==> config.mk <==
export PLATFORM = sky130hd
export DESIGN_NAME = fft_frame_loader
export DESIGN_NICKNAME = d
export VERILOG_FILES = /design/src/rtl/fft_frame_loader.sv
export SDC_FILE = /design/constraint.sdc
export NUM_CORES = 1
export LEC_CHECK = 0
export CORE_ASPECT_RATIO = 0.9
export CORE_MARGIN = 10
export CORE_UTILIZATION = 35
export DETAILED_ROUTE_END_ITERATION = 10
export PLACE_DENSITY = 0.65
export SYNTH_ARGS = -nofsm -noshare
export SYNTH_HDL_FRONTEND = slang
export SYNTH_SLANG_ARGS = --single-unit
==> constraint.sdc <==
create_clock -name clk -period 1.8 [get_ports clk]
set_input_delay 0.36 -clock clk [delete_from_list [all_inputs] [get_ports clk]]
set_output_delay 0.36 -clock clk [all_outputs]
set_load 0.03 [all_outputs]
==> src/rtl/fft_frame_loader.sv <==
// Ping-pong serial-to-parallel loader feeding an N-point FFT core with start/done handshake.
// Optional build macro LOADER_FRAME_CHECK_EN enables s_last frame-sync checking and frame_err.
module fft_frame_loader #(
    parameter int N     = 8,
    parameter int WIDTH = 32
) (
    input  logic                 clk,
    input  logic                 reset_n,
    input  logic [WIDTH-1:0]     s_data,
    input  logic                 s_valid,
    output logic                 s_ready,
    input  logic                 s_last,
    output logic [N*WIDTH-1:0]   frame_data,
    output logic                 start,
    input  logic                 fft_done,
    output logic                 frame_err,
    output logic [1:0]           dbg_state
);

    // Stream handshake: a beat transfers on a rising edge where s_valid && s_ready;
    // s_valid/s_data/s_last are held by the source until then, s_ready is a registered flag.
    localparam int IW = $clog2(N);

    typedef enum logic [1:0] {B_EMPTY, B_FILLING, B_FULL, B_LAUNCHED} bank_st_t;
    typedef enum logic [1:0] {S_IDLE, S_RUN, S_DRAIN} ld_st_t;

    logic [N*WIDTH-1:0] bank_q    [2];
    logic [N*WIDTH-1:0] bank_d    [2];
    bank_st_t           bank_st_q [2];
    bank_st_t           bank_st_d [2];
    ld_st_t             state_q, state_d;
    logic [IW-1:0]      idx_q, idx_d;
    logic               fill_q, fill_d;
    logic               sel_q, sel_d;
    logic               start_q, start_d;
    logic               s_ready_q, s_ready_d;
    logic               frame_err_q, frame_err_d;
    logic [N*WIDTH-1:0] frame_data_q, frame_data_d;

    logic accept;
    logic last_beat;
    logic sync_err;
    logic launch;
    logic launch_sel;

    assign accept    = s_valid && s_ready_q;
    assign last_beat = (idx_q == IW'(N - 1));

`ifdef LOADER_FRAME_CHECK_EN
    assign sync_err = accept && (s_last != last_beat);
`else
    logic unused_s_last;
    assign unused_s_last = s_last;
    assign sync_err      = 1'b0;
`endif

    always_comb begin
        bank_d       = bank_q;
        bank_st_d    = bank_st_q;
        state_d      = state_q;
        idx_d        = idx_q;
        fill_d       = fill_q;
        sel_d        = sel_q;
        start_d      = start_q;
        frame_data_d = frame_data_q;
        frame_err_d  = 1'b0;
        launch       = 1'b0;
        launch_sel   = 1'b0;

        // A sync error throws away the partial frame together with the offending beat.
        if (sync_err) begin
            bank_d[fill_q]    = '0;
            bank_st_d[fill_q] = B_EMPTY;
            idx_d             = '0;
            frame_err_d       = 1'b1;
        end else if (accept) begin
            for (int i = 0; i < N; i++) begin
                if (idx_q == IW'(i)) begin
                    bank_d[fill_q][(N-1-i)*WIDTH +: WIDTH] = s_data;
                end
            end
            if (last_beat) begin
                bank_st_d[fill_q] = B_FULL;
                idx_d             = '0;
                fill_d            = ~fill_q;
            end else begin
                bank_st_d[fill_q] = B_FILLING;
                idx_d             = idx_q + 1'b1;
            end
        end

        case (state_q)
            S_IDLE: begin
                if (bank_st_q[0] == B_FULL) begin
                    launch     = 1'b1;
                    launch_sel = 1'b0;
                end else if (bank_st_q[1] == B_FULL) begin
                    launch     = 1'b1;
                    launch_sel = 1'b1;
                end
            end
            S_RUN: begin
                if (fft_done) begin
                    bank_st_d[sel_q] = B_EMPTY;
                    start_d          = 1'b0;
                    state_d          = S_DRAIN;
                end
            end
            S_DRAIN: begin
                if (bank_st_q[~sel_q] == B_FULL) begin
                    launch     = 1'b1;
                    launch_sel = ~sel_q;
                end else begin
                    state_d = S_IDLE;
                end
            end
            default: state_d = S_IDLE;
        endcase

        // A launched bank is never the fill bank, so this cannot collide with the write above.
        if (launch) begin
            sel_d                 = launch_sel;
            bank_st_d[launch_sel] = B_LAUNCHED;
            start_d               = 1'b1;
            frame_data_d          = bank_q[launch_sel];
            state_d               = S_RUN;
        end

        s_ready_d = (bank_st_d[fill_d] == B_EMPTY) || (bank_st_d[fill_d] == B_FILLING);
    end

    always_ff @(posedge clk or negedge reset_n) begin
        if (!reset_n) begin
            for (int b = 0; b < 2; b++) begin
                bank_q[b]    <= '0;
                bank_st_q[b] <= B_EMPTY;
            end
            state_q      <= S_IDLE;
            idx_q        <= '0;
            fill_q       <= 1'b0;
            sel_q        <= 1'b0;
            start_q      <= 1'b0;
            s_ready_q    <= 1'b0;
            frame_err_q  <= 1'b0;
            frame_data_q <= '0;
        end else begin
            for (int b = 0; b < 2; b++) begin
                bank_q[b]    <= bank_d[b];
                bank_st_q[b] <= bank_st_d[b];
            end
            state_q      <= state_d;
            idx_q        <= idx_d;
            fill_q       <= fill_d;
            sel_q        <= sel_d;
            start_q      <= start_d;
            s_ready_q    <= s_ready_d;
            frame_err_q  <= frame_err_d;
            frame_data_q <= frame_data_d;
        end
    end

    assign s_ready    = s_ready_q;
    assign start      = start_q;
    assign frame_err  = frame_err_q;
    assign frame_data = frame_data_q;
    assign dbg_state  = state_q;

endmodule

==> flow_summary.yaml <==
power_and_ir_drop:
  cellInternalPower_mw: 46.56
  cellLeakagePower_nw: 20.86
  ir_drop_mv: 0.9862
  clock_power_share_pct: 24.9
  netSwitchingFraction_pct: 34.16
  total_switching_power_mw: 24.16
  seqPwrFrac_pct: 40.2
  power.combinational.fraction_pct: 34.9
  cellPowerDensity_nw_per_um2: 1723
global_routing:
  grt_start_max_net_pins: 84
  first_global_vias: 21400
  all_layer_gr_usage_pct: 17.76
  antenna_found_initial: 2
  gr-total-overflow: 0
  grt_pass1_wl_microns: 137000
die:
  floorplan.io_pins: 298
  rows: 103
  initial_utilization_pct: 35.29
  coreArea_sq_um: 87760
  die_w_microns: 333.6
  overall_die_area_sq_um: 100800
  die-height_microns: 302.2
drt:
  vias_per_cell: 5.273
  drc_errors: 0
  wl_microns: 95450
  route.antenna.remaining_nets: 0
  detailroute.via_count: 20200
  first_iter_violations: 1370
  final_routed_wire_length_divided_by_cell_count_microns: 24.92
  drt-pass1-iter-count: 5
clocking:
  cts-htree-levels: 3
  clkLatencyLatePin_ns: 0.64
  cts_tree: "done"
  tritoncts_num_sinks: 781
  cts-root-to-sink-buffers: 3
  numCtsBuffers: 84
  cts-root-buf: "clkbuf_16"
  cts.clk_slew.worst_paths_ns: 0.06
placed_design:
  dp_hpwl_microns: 55980
  place_congestion: 0.7982
  portBuffers: 295
  place.detailed.instances: 3600
  detailed_place.area_sq_um: 36470
timing:
  post-route-period-util_pct: 103.4
  grt_setup_unrepaired: "yes"
  slew_violations: 0
  finalClockSkew_ns: 0.02864
  worst_slew_margin_rel_pct: 65.92
  hold_viol_final: 0
  achievable-frequency_ghz: 0.5374
  period_needed_ns: 1.861
  setup-violations-final: 97
  post_route_worst_setup_slack_ns: -0.06090
  slew_at_the_pin_closest_to_its_max_slew_limit_ns: 0.5112
run_status:
  run_status: "finished with violations"
  violations: "setup timing"
logic_synthesis:
  netlist.area_leader.share_pct: 63.10
  synthTopCellsByArea: "dfrtp_1 (63%), mux2_2 (16%), a22o_1 (7.2%)"
  post_synth_inst_count: 2190
  post-synth-top-area-cell: "dfrtp_1"
  post_synth.cell_area_avg_sq_um: 14.14
  synth.cell_area_sq_um: 30970
  synth_cell_type_count: 35
  synth.yosys.seq_area_share_pct: 63.10
  nets_in_the_synthesized_netlist: 2234
  postSynthRegisterBits: 781
  yosys_warnings: 0
finish:
  final_design_area_no_fill_sq_um: 41040
  layout.cells.most_common_list: "dfrtp_1 (775), mux2_2 (449), a21o_1 (257), a22o_1 (224), nand2_1 (132)"
  fraction_of_final_layout_cells_sized_beyond_drive_strength_1_pct: 39.21
  filler_cell_count: 7535
  syn_to_final_growth_pct: 32.48
  instances_no_fill: 3830
  insertedDiodeCount: 0
  nets: 2655
  most_common_cell_after_layout_fill_and_taps_aside: "dfrtp_1"
setup_path:
  path_class: "register to register"
  critical_path_source_type: "register"
  timing.critical_path.required_ns: 2.33
  critical_path.endpoint_type: "register"
  critPathMaxFanout: 5
  worst-r2r-cell-count: 7
  worst-endpoint-arrival_ns: 2.39
min_path:
  hp-class: "primary input to asynchronous set/reset pin"
flow_run:
  cap_viol_max_count: 0
[cell usage after synthesis, drive strengths merged]
master and number:
xnor2 1, a21oi 2, clkbuf 84, mux2i 2, nand3 7, ha 7
or3 1, and2 2, nor3 2, buf 100, dfrtp 781, o21ai 69
and3b 1, o2111a 1, nand3b 2, nand2b 2, nor2b 3, inv 6
o31ai 1, conb 1, mux2 449, o21bai 2, a22o 256, nand2 142
nor2 6, a31oi 1, and3 1, a21o 257, a32oi 1
[flip-flops by register name (all words and copies together), names as in the netlist]
register	flops
s_ready	1
idx_q	3
bank_st_q	4
sel_q	1
fill_q	1
frame_data	256
bank_q	512
start	1
dbg_state	2
[area by class of cell]
| type | count | area (sq um) | area share (%) |
|---|---|---|---|
| Sequential cell | 781 | 19550 | 47.64 |
| Clock buffer | 120 | 2409 | 5.869 |
| Clock inverter | 30 | 422.9 | 1.031 |
| Tap cell | 1155 | 1445 | 3.522 |
| Multi-Input combinational cell | 1219 | 10930 | 26.64 |
| Timing Repair Buffer | 519 | 6255 | 15.24 |
| Inverter | 6 | 22.52 | 0.05488 |
[power groups by stage]
stage / combinational, mW / clock, mW / sequential [mW]
5_1_grt: 26.2 / 18.7 / 29.2
2_1_floorplan: 9.98 / 0 / 31.3
3_5_place_dp: 22.5 / 0 / 28.4
4_1_cts: 23.8 / 18.0 / 28.2
3_3_place_gp: 21.8 / 0 / 28.0
6_report: 24.7 / 17.6 / 28.4
[cell families (layout without fill, tap and decap cells)]
kind of cell	Yosys count	after routing	synth area share, %
XOR/XNOR	1	1	0.02828
buffers and inverters	190	675	3.187
adder cells (fa/ha/maj)	7	7	0.2827
AND/OR/NAND/NOR	169	169	2.222
multiplexers	451	451	16.39
flip-flops	781	781	63.10
AO/OA/AOI/OAI	590	590	14.78
other	1	1	0.01211
[path summary, 6_finish.rpt]
kind	start	end	slack, ns
setup / recovery	dbg_state[1]$_DFFE_PN0P_	frame_data[227]$_DFFE_PN0N_	-0.06
hold / removal	reset_n	frame_data[153]$_DFFE_PN0N_	0.22
setup reg to reg	dbg_state[1]$_DFFE_PN0P_	frame_data[227]$_DFFE_PN0N_	-0.06
hold reg to reg	frame_data[40]$_DFFE_PN0N_	frame_data[40]$_DFFE_PN0N_	0.47
max in group asynchronous	reset_n	bank_q[488]$_DFFE_PN0P_	0.69
min in group clk	fft_done	dbg_state[0]$_DFFE_PN0P_	0.34
[routing by layer]
metal | up-vias | track usage [%] | routed length [microns] | share of wire [%]
met5 | - | 0 | 29 | 0.030
met4 | 4 | 4.570 | 1967 | 2.1
met3 | 117 | 4.535 | 5767 | 6.0
met2 | 549 | 28.93 | 45660 | 48
met1 | 10740 | 23.48 | 42020 | 44
li1 | 8788 | - | - | -
[worst max-delay path, cell delays in order (launching register included)]
cell	delay, ns
dfrtp_2	0.40
nor2b_4	0.13
o2111a_4	0.37
buf_12	0.17
buf_12	0.14
buf_16	0.14
a22o_1	0.24
a21o_1	0.16
[metrics by stage]
stage	power, mW	TNS [ns]	util [%]	hold slack (ns)	setup slack (ns)
after floorplan	41.28	0	-	0.06441	0.0005895
after global placement	49.84	-119.21	41.55	0.2930	-0.3344
after detailed placement	50.96	-148.91	41.55	0.2975	-0.3901
after CTS	70.08	-9.453	46.49	0.1939	-0.1085
after global routing	74.07	-5.900	46.76	0.2141	-0.1034
final	70.72	-2.382	46.76	0.2186	-0.06090
[what timing repair did]
action | in CTS | in global routing
setup endpoints to repair | 534 | 515
cloned | 30 | 22
pin swaps | 118 | 90
resized for setup | 651 | 178
endpoints found under the hold margin | 237 | 0
buffers inserted | 28 | 8
hold buffers | 1 | 0
Power figures use the tool's default switching activity.
